[config.mk]
export PLATFORM = sky130hd
export DESIGN_NAME = mux_rr_sel
export DESIGN_NICKNAME = d
export VERILOG_FILES = /design/src/rtl/mux_rr_sel.sv
export SDC_FILE = /design/constraint.sdc
export NUM_CORES = 1
export LEC_CHECK = 0
export ABC_CLOCK_PERIOD_IN_PS = 2900
export CAP_MARGIN = 20
export CORE_MARGIN = 2
export CORE_UTILIZATION = 41
export DETAILED_ROUTE_END_ITERATION = 6
export GPL_TIMING_DRIVEN = 1
export PLACE_DENSITY = 0.86
export SLEW_MARGIN = 30
export SYNTH_ARGS = -nofsm -noshare
export SYNTH_HDL_FRONTEND = slang
export SYNTH_SLANG_ARGS = --single-unit
[constraint.sdc]
create_clock -name clk -period 2.9 [get_ports clk]
set_clock_uncertainty 0.2 [all_clocks]
set_input_delay 0.29 -clock clk [delete_from_list [all_inputs] [get_ports clk]]
set_output_delay 0.29 -clock clk [all_outputs]
set_load 0.01 [all_outputs]
[src/rtl/mux_rr_sel.sv]
// mux_rr_sel: N-channel registered multiplexer with per-channel valid/ready.
// Two modes: fixed select (channel = sel) or round-robin among valid channels.
// One output register stage; no combinational path from in_* to out_*.
// Optional: define MUX_RR_SEL_ERR_EN to add the sticky sel_err output, which
// flags fixed-mode selection of a nonexistent channel while any input is valid.
module mux_rr_sel #(
    parameter int unsigned NUM_CH = 4,
    parameter int unsigned DATA_W = 1,
    parameter int unsigned SEL_W  = $clog2(NUM_CH)
) (
    input  logic                     clk,
    input  logic                     rst_n,
    input  logic [NUM_CH*DATA_W-1:0] in_data,
    input  logic [NUM_CH-1:0]        in_valid,
    output logic [NUM_CH-1:0]        in_ready,
    input  logic                     mode,
    input  logic [SEL_W-1:0]         sel,
    output logic [DATA_W-1:0]        out_data,
    output logic                     out_valid,
    input  logic                     out_ready,
    output logic [SEL_W-1:0]         out_ch
`ifdef MUX_RR_SEL_ERR_EN
    ,
    output logic                     sel_err
`endif
);

    logic [SEL_W-1:0]  ptr;
    logic [SEL_W-1:0]  rr_cand;
    logic              rr_found;
    logic              sel_ok;
    logic              fix_hit;
    logic [SEL_W-1:0]  cand;
    logic              grant;
    logic              load_en;
    logic [DATA_W-1:0] cand_data;
    int unsigned       idx;

    assign load_en = !out_valid || out_ready;

    // Round-robin search: first valid channel starting at ptr, wrapping.
    always_comb begin
        rr_found = 1'b0;
        rr_cand  = '0;
        idx      = 0;
        for (int unsigned k = 0; k < NUM_CH; k++) begin
            idx = 32'(ptr) + k;
            if (idx >= NUM_CH) idx = idx - NUM_CH;
            if (!rr_found && in_valid[idx]) begin
                rr_found = 1'b1;
                rr_cand  = SEL_W'(idx);
            end
        end
    end

    // Fixed-mode decode; a sel beyond NUM_CH-1 matches no channel.
    always_comb begin
        sel_ok  = 1'b0;
        fix_hit = 1'b0;
        for (int unsigned i = 0; i < NUM_CH; i++) begin
            if (sel == SEL_W'(i)) begin
                sel_ok  = 1'b1;
                fix_hit = in_valid[i];
            end
        end
    end

    // Candidate/grant selection and the data of the chosen channel.
    always_comb begin
        cand      = mode ? rr_cand : sel;
        grant     = mode ? rr_found : fix_hit;
        cand_data = '0;
        for (int unsigned i = 0; i < NUM_CH; i++) begin
            if (cand == SEL_W'(i)) cand_data = in_data[i*DATA_W +: DATA_W];
        end
    end

    // One-hot ready toward the granted channel; forced low during reset.
    always_comb begin
        in_ready = '0;
        for (int unsigned i = 0; i < NUM_CH; i++) begin
            if (rst_n && load_en && grant && cand == SEL_W'(i)) in_ready[i] = 1'b1;
        end
    end

    // Output register stage: load on transfer, empty on idle, hold on stall.
    always_ff @(posedge clk) begin
        if (!rst_n) begin
            out_valid <= 1'b0;
            out_data  <= '0;
            out_ch    <= '0;
        end else if (load_en) begin
            if (grant) begin
                out_valid <= 1'b1;
                out_data  <= cand_data;
                out_ch    <= cand;
            end else begin
                out_valid <= 1'b0;
            end
        end
    end

    // Round-robin pointer advances past the winner on RR transfers only.
    always_ff @(posedge clk) begin
        if (!rst_n) begin
            ptr <= '0;
        end else if (mode && grant && load_en) begin
            ptr <= (cand == SEL_W'(NUM_CH - 1)) ? '0 : cand + 1'b1;
        end
    end

`ifdef MUX_RR_SEL_ERR_EN
    // Sticky flag for fixed-mode selection of a nonexistent channel.
    always_ff @(posedge clk) begin
        if (!rst_n) begin
            sel_err <= 1'b0;
        end else if (!mode && !sel_ok && |in_valid) begin
            sel_err <= 1'b1;
        end
    end
`endif

endmodule

==> impl_metrics.tcl <==
set metrics [dict create \
    status "completed" \
    path_class "primary input to output port" \
    power.density_nw_per_um2 359 \
    finalPower_uw 320 \
    area_growth_pct 58.9 \
    leakage_nw 0.414 \
    drive_above_1_share 0.227 \
    worstSetupStartpointType "primary input" \
    finalCritPeriodShare 0.956 \
    postLayoutCellArea_um2 891 \
    regToRegSetupSlack_ps 550 \
    die_w_um 41.0 \
    postSynthRegisterBits 6 \
    pwr-share-seq 0.319 \
    setup_slack_ps 128 \
    worstPathRequired_ps 2410 \
    cpPeakStageDelay_ps 470 \
    min_to "out_ch[1]$_SDFFE_PN0P_" \
    synth_top_area_share 0.214 \
    max_freq_ghz 0.361 \
    hold_viol 0 \
    synth.largest_area_cell "dfxtp_1" \
    tns_ps 0 \
    cts_tree "built" \
    r2r-end "out_data$_SDFFE_PN0P_" \
    cts_buffer_depth 2 \
    grt-ovfl-total 0 \
    endpoint_kind "output port" \
    cap_violations 0 \
    synth_most_common_cell "dfxtp_1" \
    worstHoldPathCells 2 \
    route.vias.total 624 \
    cts_root_buf "clkbuf_4" \
    wl_um 1460 \
    drc 0 \
    worstHoldPathType "flip-flop to flip-flop" \
    ir_drop_v 0.000166 \
    cp_top_family "buffers and inverters" \
    core_area_um2 1280 \
    routed_via_density 5.57 \
    pre_cts_ws_ps -141 \
    path_clk_slew_ps 50 \
    internal-power_uw 221 \
    place_congestion 0.756 \
    synth_area_leaders "dfxtp_1 (21%), ha_1 (8.9%), and3_1 (5.6%)" \
    use_met1 0.213 \
    syn_nets 85 \
    grt_max_degree 11 \
    grt_pass1_vias 561 \
    holdWs_ps 279 \
    seqCellArea_um2 121 \
    nNetsFinal 117 \
    syn_avg_cell_area_um2 8.37 \
    drv_slew 0 \
    rsz0062_at_grt "no" \
    multi_input_comb_area_um2 434 \
    die_h_um 41.0 \
    swShare 0.310 \
    post-cts-setup-buffers 0 \
    grt_pass1_wl_um 2240 \
    htree_levels 1 \
    reg2reg_from "ptr[0]$_SDFFE_PN0P_" \
    die-area_um2 1680 \
    grt_usage 0.206 \
    path_cells "dlygate4sd2_1, nor3b_1, o32ai_1, a31o_2, inv_1, ha_1, and3_1, clkdlybuf4s50_1" \
    grt_antenna_before_repair 0 \
    insertion_delay_ps 250 \
    switching_power_uw 99.1 \
    ios 22 \
    cts_buffers 3 \
    drtAntennaViolNets 0 \
    synth.distinct_cells 34 \
    relSlewSlack 0.789 \
    synth_edf_count 0 \
    hpwlAfterDp_um 1180 \
    wire_per_inst_um 13.1 \
    yosysWarnings 0 \
    pwr-share-clk 0.246 \
    fp-row-count 13 \
    dr.pass1.iters 2 \
    drt_iter0_drc 6 \
    synth_area_um2 561 \
    met3_usage 0.0326 \
    grt.busiest_layer "met2" \
    ys_seq_area_frac 0.214 \
    synth_commonest_cells "dfxtp_1 (6), and3_1 (5), nor2_1 (5)" \
    comb_power_share 0.435 \
    antenna_cells 0 \
    placed_cell_area_um2 846 \
    start_util 0.436 \
    worstPathMaxFanout 9 \
    numPortBuffers 21 \
    path_buf_inv 3 \
    finalSetupViolations 0 \
    cts.sinks 6 \
    final_util 0.693 \
    fillers 113 \
    min_from "out_ch[1]$_SDFFE_PN0P_" \
    min_period_ps 2770 \
    grtUsageMet2 0.379 \
    syn_inst 67 \
    cp_slowest_cell "clkdlybuf4s50_1" \
    ys.flop_type "dfxtp_1" \
    dp_cells 109 \
    fin_cells 112 \
    tightest_slew_ps 316 \
    async_flop_share 0 \
    crit_arrival_ps 2280 \
    reg2reg_depth 9 \
]
## per-layer routing
layer	up-vias	routed length, um
li1	315	-
met1	290	614
met2	15	776
met3	4	45
met4	0	27
met5	-	0
## worst min-delay path: stages, from the launching register on
cell and delay, ps:
dfxtp_1 300, nand2_1 50, o22ai_1 70
## power by group through the flow
stage	Clock, mW	Combinational, mW	Sequential [mW]
after detailed placement	0	0.136	0.102
after CTS	0.0791	0.139	0.101
after floorplan	0	0.0669	0.101
after global placement	0	0.133	0.101
after global routing	0.0842	0.152	0.103
final	0.0788	0.139	0.102
## area by class of cell
type                            count  area share
Clock buffer                        3      0.0253
Inverter                            3      0.0126
Multi-Input combinational cell     55       0.487
Sequential cell                     6       0.136
Tap cell                           15      0.0211
Timing Repair Buffer               30       0.317
## worst max path at each step
stage | endpoint | cells past startpoint | from
after global placement | in_ready[3] | 8 | in_valid[2]
after floorplan | out_data$_SDFFE_PN0P_ | 10 | ptr[1]$_SDFFE_PN0P_
after CTS | in_ready[2] | 8 | in_valid[3]
final | in_ready[2] | 8 | in_valid[2]
after detailed placement | in_ready[1] | 8 | in_valid[2]
after global routing | in_ready[2] | 7 | ptr[0]$_SDFFE_PN0P_
## kinds of logic (layout without fill, tap and decap cells)
family / after synthesis / count (layout) / share of synthesized area
adders and majority gates: 4 / 4 / 0.0893
buffers and inverters: 6 / 36 / 0.0402
and+or+nand+nor: 30 / 30 / 0.321
AOI/OAI and AO/OA: 17 / 17 / 0.225
muxes: 4 / 4 / 0.109
DFF: 6 / 6 / 0.214
## what timing repair did
action	CTS	global route
setup endpoints to repair	4	3
pin swaps	0	1
resized for setup	5	6
hold buffers	0	0
cloned	0	0
## layout by cell type (no fill, tap or decap), types with 2 or more instances in the layout
cell,synthesis,layout
a21oi_1,3,3
and3_1,5,5
buf_4,0,9
clkbuf_4,0,3
clkdlybuf4s50_1,0,16
dfxtp_1,6,5
dlygate4sd2_1,0,2
dlymetal6s2s_1,0,3
ha_1,4,4
inv_1,3,3
nand2_1,4,4
nand2b_1,2,2
nand3_1,2,2
nor2_1,5,4
nor2b_1,4,4
o21ai_0,2,2
o22ai_1,2,2
## sequential cells by signal, summed over array words and instances, names as in the netlist
signal and flops:
out_valid 1, out_ch 2, out_data 1, ptr 2
Power figures use the tool's default switching activity.
